File: src/rtl/chess_clock_ctrl.sv
// Multi-player chess game clock: per-player countdown, Fischer increment, flag and low-time
// detection, registered BCD mm:ss for the HEX driver. Optional US delay via `DELAY_MODE_EN.
module chess_clock_ctrl #(
  parameter int unsigned CLK_FREQ_HZ = 50_000_000,
  parameter int unsigned NUM_PLAYERS = 2,
  parameter int unsigned PW          = 2,
  parameter int unsigned MODE_BITS   = 2,
  parameter int unsigned LOW_TIME_S  = 10
`ifdef DELAY_MODE_EN
  , parameter int unsigned DELAY_S   = 3
`endif
) (
  input  logic                 clk,
  input  logic                 reset,
  input  logic                 start,
  input  logic [PW-1:0]        first_player,
  input  logic [MODE_BITS-1:0] mode_sel,
  input  logic                 move_done,
  input  logic                 pause,
  output logic [PW-1:0]        active_player,
  output logic [12:0]          time_left,
  output logic [15:0]          disp_bcd,
  output logic                 running,
  output logic                 low_time,
  output logic                 time_up,
  output logic [PW-1:0]        flagged_player
);

  localparam int unsigned TW    = 13;
  localparam int unsigned CW    = (CLK_FREQ_HZ > 1) ? $clog2(CLK_FREQ_HZ) : 1;
  localparam int unsigned NSLOT = 2 ** PW;
  localparam logic [CW-1:0] CNT_MAX  = CW'(CLK_FREQ_HZ - 1);
  localparam logic [TW-1:0] TIME_MAX = TW'(5999);
  localparam logic [PW-1:0] LAST_P   = PW'(NUM_PLAYERS - 1);

  typedef enum logic [1:0] {S_IDLE, S_RUN, S_PAUSED, S_FLAGGED} state_t;

  state_t        r_state;
  state_t        w_next;
  logic [TW-1:0] r_time [NSLOT];
  logic [PW-1:0] r_active;
  logic [PW-1:0] r_flagged;
  logic [CW-1:0] r_cnt;
  logic [2:0]    r_inc;
  logic [15:0]   r_disp;

  logic [TW-1:0] w_base;
  logic [2:0]    w_inc_sel;
  logic [PW-1:0] w_fp;
  logic [TW-1:0] w_cur;
  logic [TW-1:0] w_dec;
  logic [13:0]   w_sum;
  logic [TW-1:0] w_add;
  logic          w_wrap;
  logic          w_dec_en;
  logic          w_flag;
  logic          w_move;
  logic          w_running;
  logic          w_time_up;

  // Time-control table; anything above 3 behaves as 10+5.
  always_comb begin
    w_base    = TW'(600);
    w_inc_sel = 3'd5;
    case (32'(mode_sel))
      0:       begin w_base = TW'(60);  w_inc_sel = 3'd0; end
      1:       begin w_base = TW'(180); w_inc_sel = 3'd2; end
      2:       begin w_base = TW'(300); w_inc_sel = 3'd3; end
      default: ;
    endcase
  end

  assign w_fp   = (first_player > LAST_P) ? '0 : first_player;
  assign w_cur  = r_time[r_active];
  assign w_wrap = (r_state == S_RUN) && (r_cnt == CNT_MAX);

`ifdef DELAY_MODE_EN
  localparam int unsigned DW = (DELAY_S > 0) ? $clog2(DELAY_S + 1) : 1;
  logic [DW-1:0] r_delay;

  assign w_dec_en = w_wrap && (r_delay == DW'(DELAY_S));

  // Grace-second counter: restarts each turn, saturates once the delay is used up.
  always_ff @(posedge clk or posedge reset) begin
    if (reset)                    r_delay <= '0;
    else if (start || w_move)     r_delay <= '0;
    else if (w_wrap && !w_dec_en) r_delay <= r_delay + DW'(1);
  end
`else
  assign w_dec_en = w_wrap;
`endif

  // Decrement first; a move landing on the flagging tick is dropped.
  assign w_dec  = (w_dec_en && (w_cur != '0)) ? w_cur - TW'(1) : w_cur;
  assign w_flag = w_dec_en && (w_dec == '0);
  assign w_move = (r_state == S_RUN) && move_done && !start && !w_flag;
  assign w_sum  = 14'(w_dec) + 14'(r_inc);
  assign w_add  = (w_sum > 14'(TIME_MAX)) ? TIME_MAX : TW'(w_sum);

  always_ff @(posedge clk or posedge reset) begin
    if (reset) r_state <= S_IDLE;
    else       r_state <= w_next;
  end

  always_comb begin
    w_next = r_state;
    if (start) begin
      w_next = S_RUN;
    end else begin
      case (r_state)
        S_RUN: begin
          if (w_flag)     w_next = S_FLAGGED;
          else if (pause) w_next = S_PAUSED;
        end
        S_PAUSED: if (!pause) w_next = S_RUN;
        default: ;
      endcase
    end
  end

  always_comb begin
    w_running = 1'b0;
    w_time_up = 1'b0;
    case (r_state)
      S_RUN:     w_running = 1'b1;
      S_FLAGGED: w_time_up = 1'b1;
      default: ;
    endcase
  end

  // Per-player times, turn rotation and the one-second tick counter.
  always_ff @(posedge clk or posedge reset) begin
    if (reset) begin
      for (int unsigned p = 0; p < NSLOT; p++) r_time[PW'(p)] <= '0;
      r_active  <= '0;
      r_flagged <= '0;
      r_cnt     <= '0;
      r_inc     <= '0;
    end else if (start) begin
      for (int unsigned p = 0; p < NUM_PLAYERS; p++) r_time[PW'(p)] <= w_base;
      r_active  <= w_fp;
      r_flagged <= '0;
      r_cnt     <= '0;
      r_inc     <= w_inc_sel;
    end else if (r_state == S_RUN) begin
      if (w_move) begin
        r_time[r_active] <= w_add;
        r_active         <= (r_active == LAST_P) ? '0 : r_active + PW'(1);
        r_cnt            <= '0;
      end else begin
        r_time[r_active] <= w_dec;
        r_cnt            <= w_wrap ? '0 : r_cnt + CW'(1);
        if (w_flag) r_flagged <= r_active;
      end
    end
  end

  // Binary 0..99 to two BCD digits via reciprocal multiply (exact over this range).
  function automatic logic [7:0] bin2bcd7(input logic [6:0] v);
    logic [14:0] prod;
    logic [3:0]  tens;
    prod = 15'(v) * 15'(205);
    tens = 4'(prod >> 11);
    return {tens, 4'(v - 7'(tens) * 7'(10))};
  endfunction

  logic [27:0] w_prod;
  logic [6:0]  w_min;
  logic [5:0]  w_sec;

  // 17477/2^20 approximates 1/60 closely enough for floor() to be exact up to 5999.
  assign w_prod = 28'(time_left) * 28'(17477);
  assign w_min  = 7'(w_prod >> 20);
  assign w_sec  = 6'(time_left - 13'(w_min) * 13'(60));

  always_ff @(posedge clk or posedge reset) begin
    if (reset) r_disp <= '0;
    else       r_disp <= {bin2bcd7(w_min), bin2bcd7(7'(w_sec))};
  end

  assign active_player  = r_active;
  assign time_left      = w_cur;
  assign disp_bcd       = r_disp;
  assign running        = w_running;
  assign time_up        = w_time_up;
  assign low_time       = w_running && (w_cur <= TW'(LOW_TIME_S));
  assign flagged_player = r_flagged;

endmodule

File: config.mk
export PLATFORM = sky130hd
export DESIGN_NAME = chess_clock_ctrl
export DESIGN_NICKNAME = d
export VERILOG_FILES = /design/src/rtl/chess_clock_ctrl.sv
export SDC_FILE = /design/constraint.sdc
export NUM_CORES = 1
export LEC_CHECK = 0
export ABC_AREA = 1
export BUFFER_PORTS_ARGS = -buffer_cell sky130_fd_sc_hd__buf_2
export CORE_MARGIN = 8
export CORE_UTILIZATION = 54
export DETAILED_ROUTE_END_ITERATION = 8
export GPL_ROUTABILITY_DRIVEN = 0
export PLACE_DENSITY = 0.81
export SLEW_MARGIN = 5
export SYNTH_ARGS = -nofsm -noshare
export SYNTH_HDL_FRONTEND = slang
export SYNTH_SLANG_ARGS = --single-unit
File: constraint.sdc
create_clock -name clk -period 11.8 [get_ports clk]
set_input_delay 1.18 -clock clk [delete_from_list [all_inputs] [get_ports clk]]
set_output_delay 1.18 -clock clk [all_outputs]
set_load 0.01 [all_outputs]
Word-level counts from Yosys, hierarchy flattened --
Cells that the tools add are included.
Cells by class: $mul 6, shifts and indexed selects 0, order comparisons 5, reduce and logical (&&, ||, !) cells 21, add/sub/neg operators 7, bitwise operators 2, divide/modulo/power cells 0, mux-type cells 34, equal/unequal tests 10
Operators by type and width (count):
- $mux W26 | 5
- $bwmux W52 | 2
- $mux W52 | 2
- $mux W13 | 5
- $pmux W10 S3 | 1
- $mul A13 B15 Y27 const B | 1
- $add A26 B1 Y26 const B | 1
- $bmux W13 S2 | 1
- $demux W13 S2 | 1
- $eq A26 B26 Y1 const B | 1
- $mux W2 | 13
- $mul A7 B8 Y15 const B | 1
- $add A13 B3 Y14 | 1
- $gt A14 B13 Y1 const B | 1
- $mul A6 B8 Y14 const B | 1
- $le A13 B4 Y1 const B | 1
- $logic_not A13 Y1 | 1
- $reduce_bool A13 Y1 | 1
- $sub A13 B1 Y13 const B | 1
- $pmux W3 S3 | 1
- $logic_and A1 B1 Y1 | 8
- $sub A4 B4 Y4 | 2
- $mul A7 B4 Y4 const B | 1
- $eq A2 B1 Y1 const B | 3
- other kinds (21) | 29
Storage, ports and cells: logic and storage cells 95, input port bits 9, register bits after elaboration 102, memories kept 0, memory bits (writable) 0, ROM bits 0, latch bits 0

Logic depth before layout (Yosys ltp) --
depth after elaboration 14, mapped depth 55, gate-level depth less buffers 53

Least setup slack after synthesis --
No wires, ideal clock.
path kind flip-flop to flip-flop, from register r_active[0] (netlist: active_player[0]), to register r_disp[3] (netlist: disp_bcd[3]), clock period less this slack 9.611 ns, setup time 0.118 ns, arrival 9.494 ns, buffers on the path 2, path slack 2.189 ns, stages on the path, launching flop included 53, path through dfrtp_1 > buf_6 > buf_4 > nand2_1 > inv_2 > nand2_1 > nand2_1 > nor2_2 > inv_2 > ha_1 > fa_1 > fa_1 > inv_1 > fa_1 > inv_1 > ha_1 > nand2_1 > nor3_1 > [17 not listed] > ha_1 > ha_1 > fa_1 > ha_1 > nand2_1 > o31ai_1 > a21oi_1 > o21ai_0 > a21o_1 > xor2_1 > inv_1 > ha_1 > fa_1 > xnor2_1 > xor2_1 > inv_1 > nand3_1 > nand2_1
Between the ends: cells in the longest elaborated chain, start to end 10
RTL lines:
- start: declaration | line 41 | logic [PW-1:0] r_active;
- start signal: assignment | line 141 | r_active <= w_fp;
- start signal: assignment | line 148 | r_active <= (r_active == LAST_P) ? '0 : r_active + PW'(1);
- $not A2 Y3 (not written as such) (*) | line 74 | assign w_cur = r_time[r_active];
- $bmux W13 S2 (*) | line 74
- $mux W13 (not written as such) (*) (2 in a row) | line 74
- via time_left[12] | line 21 | output logic [12:0] time_left,
- $mul A13 B15 Y27 (*) | line 172 | assign w_prod = 28'(time_left) * 28'(17477);
- via w_prod[20] | line 167 | logic [27:0] w_prod;
- $mul A7 B4 Y4 (*) | line 174 | assign w_sec = 6'(time_left - 13'(w_min) * 13'(60));
- $sub A6 B6 Y6 (*) | line 174
- $mul A6 B8 Y14 | line 162 | prod = 15'(v) * 15'(205);
- $mul A3 B3 Y3 | line 164 | return {tens, 4'(v - 7'(tens) * 7'(10))};
- $sub A4 B4 Y4 (*) | line 164
- end signal: assignment | line 178 | else r_disp <= {bin2bcd7(w_min), bin2bcd7(7'(w_sec))};
- end: declaration | line 45 | logic [15:0] r_disp;
Mark *: on every way through the listed nets, which the timed path passes. The rest lies on a longest branch. The select of a mux whose other input is x is not followed. A chain may end at the register's enable or synchronous reset.

Worst setup path after layout --
from register r_active[0] (netlist: active_player[0]), to register r_disp[3] (netlist: disp_bcd[3])
Between the ends: cells in the longest elaborated chain, start to end 10
RTL lines (line):
- $not A2 Y3 (not written as such) (*) | 74
- $bmux W13 S2 (*) | 74
- $mux W13 (not written as such) (*) (2 in a row) | 74
- $mul A13 B15 Y27 (*) | 172
- via w_prod[20] | 167
- $mul A7 B4 Y4 (*) | 174
- $sub A6 B6 Y6 (*) | 174
- $mul A6 B8 Y14 | 162
- $mul A3 B3 Y3 | 164
- $sub A4 B4 Y4 (*) | 164
Marked as above.

==> metrics <==
outcome complete, no violations; Longest Clk Path Bufs 2; synthesis warning total 0; Vias per Instance 5.51; Layout area overhead 6.95%; Initial DRC Count 851; fmax 0.0909 GHz; antenna violations before repair 0; DRC errors left 0; # setup viols final 0; worst-path fanout max 26; CP max-delay cell dfrtp_1; Syn Area/Cell 7.55 um2; RSZ-0062 raised after global routing false; flops & latches, synth 102; Vias 9262; commonest register cell after synthesis dfrtp_1; startpoint class of the critical path flop; root buf cell clkbuf_16; DP HPWL 20.4 mm; CP required 12.05 ns; PortBufs 43; row count 51; Rel. slew slack 22.0%; Synth Net Count 1564; Cell Area, Synth 10400 um2; CTS Hold Bufs 0; Post-CTS Setup Repair Bufs 0; worst hold stages 2; final hold violations 0; layout cells sized above 1 10.5%; Filler Cells Inserted 1761; TritonRoute pass-1 iters 6; EDFF count, synth 0; minimum clock period 11.00 ns; die width 155 um; Antenna Cells 0; worst skew pair latency 0.35 ns; Initial Util 54.3%; GRT Total Usage 22.7%; HP Start r_time[51]; global-route wire length before repair 44.3 mm; Slowest Stage Delay on Critical Path 0.87 ns; core area 19200 um2; post-synthesis cell type count 56; WS Path Type reg2reg; Crit Reg-Reg Startpoint active_player[0]; sequential share of the synthesized area 24.5%; CTS resizes 0; max cap viols 0; Crit. End Element flop; total wire length 26.4 mm; WP data arrival 11.24 ns; H-tree depth 3; Fin Setup TNS 0 ns; worst path buffer plus inverter count 8; total die area 24000 um2; Post-DRT Antenna Nets 0; Critical path origin active_player[0]; Sink Count 102; total clock buffers created by CTS 9; fin crit share 93.2%; final number of max-transition violations 0; Most common cell on crit path nand2_1; Crit Reg-Reg Endpoint disp_bcd[3]; Ports 45; Worst-Margin Slew 1.17 ns; Final nets 1594; Setup Skew 0.00527 ns; Top delay family on crit path adder cells; R2R depth 49; Post-Synthesis Cells 1382; DR WL/cell 15.7 um; Reg clk slew, reported paths 0.07 ns; pin count of the biggest net entering global routing 54; Hold Path Sink r_time[51]; Die Y 155 um; CTS tree done; Overflow after GRT 0; number of global-route vias before repair 9121; asr flop ratio synth 100%; r2r setup slk 0.80 ns; Worst Hold Class reg2reg
==> flip-flops by register name (all words and copies together) (netlist names) <==
register	count
disp_bcd	15
flagged_player	2
r_inc	3
r_state	2
r_time	52
active_player	2
r_cnt	26
==> Yosys cell counts, types with 11 or more instances <==
| cell | number | area share [%] |
|---|---|---|
| nand2_1 | 396 | 14 |
| inv_1 | 188 | 6.8 |
| ha_1 | 139 | 17 |
| nand3_1 | 112 | 5.4 |
| dfrtp_1 | 102 | 24 |
| nor2_1 | 79 | 2.8 |
| a21oi_1 | 38 | 1.8 |
| fa_1 | 34 | 6.5 |
| o21ai_0 | 34 | 1.6 |
| xor2_1 | 31 | 2.6 |
| o22ai_1 | 22 | 1.3 |
| nand2_2 | 21 | 1.3 |
| nand4_1 | 21 | 1.3 |
| nor3_1 | 20 | 0.96 |
| nor2_4 | 14 | 1.5 |
| nor2_2 | 12 | 0.72 |
| nand4_4 | 11 | 2.2 |
==> tightest hold or removal path: cells and delay by family (launching register included) <==
family	cells	cell delay, ns
flip-flops	1	0.35
AND/OR/NAND/NOR	2	0.11
==> how the worst max path moves through the flow <==
| stage | to | slack [ns] | depth (start not counted) |
|---|---|---|---|
| after detailed placement | disp_bcd[3] | 0.94 | 49 |
| after CTS | disp_bcd[3] | 0.90 | 49 |
| after global routing | disp_bcd[3] | 0.07 | 51 |
| after global placement | disp_bcd[3] | 1.36 | 49 |
| after floorplan | disp_bcd[3] | 2.19 | 52 |
| final | disp_bcd[3] | 0.80 | 49 |
==> metal layers <==
layer | part of all wire (%) | routed length [um] | GRT usage, % | up-vias
li1 | - | - | - | 4532
met1 | 42 | 11100 | 28.8 | 4345
met2 | 48 | 12700 | 38.5 | 331
met3 | 7.9 | 2100 | 4.22 | 54
met4 | 2.1 | 544 | 6.77 | 0
met5 | 0 | 0 | 0 | -
==> layout by cell type, fill, tap and decap left out, drive strengths merged, types with 4 or more instances in the layout <==
| cell type | n |
|---|---|
| nand2 | 421 |
| inv | 198 |
| ha | 139 |
| nand3 | 117 |
| nor2 | 106 |
| dfrtp | 102 |
| buf | 49 |
| a21oi | 38 |
| o21ai | 37 |
| fa | 34 |
| xor2 | 32 |
| nand4 | 32 |
| o22ai | 22 |
| nor3 | 21 |
| clkbuf | 10 |
| xnor2 | 8 |
| o31ai | 5 |
| a31oi | 5 |
| and2 | 4 |
==> cell type report <==
type	count	area (um2)	area share, %
Inverter	199	754	6.76
Clock inverter	6	110	0.987
Clock buffer	10	229	2.05
Sequential cell	102	2550	22.9
Tap cell	265	332	2.97
Timing Repair Buffer	49	260	2.33
Multi-Input combinational cell	1051	6920	62.0
==> stage by stage <==
step / hold WS, ns / area [um2] / instances / setup slack, ns / util (%)
2_1_floorplan: 0.448 / 10400 / 1382 / 2.19 / -
3_3_place_gp: 0.464 / 10800 / 1666 / 1.36 / 56.3
3_5_place_dp: 0.468 / 10800 / 1666 / 0.944 / 56.3
4_1_cts: 0.485 / 11200 / 1682 / 0.900 / 58.1
5_1_grt: 0.494 / 11200 / 1682 / 0.0660 / 58.1
6_report: 0.487 / 11200 / 1682 / 0.803 / 58.1
==> cells by family after synthesis <==
kind of cell / after synthesis / share of synthesized area, %
AND/OR/NAND/NOR: 712 / 32.6
XOR/XNOR: 40 / 3.43
other: 1 / 0.0360
multiplexers: 1 / 0.0960
AO/OA/AOI/OAI: 124 / 6.87
buffers and inverters: 229 / 9.32
flip-flops: 102 / 24.5
adder cells (fa/ha/maj): 173 / 23.2
Power is not shown: default switching activity piles up to over one toggle a cycle in this logic, so the estimate is an artifact.
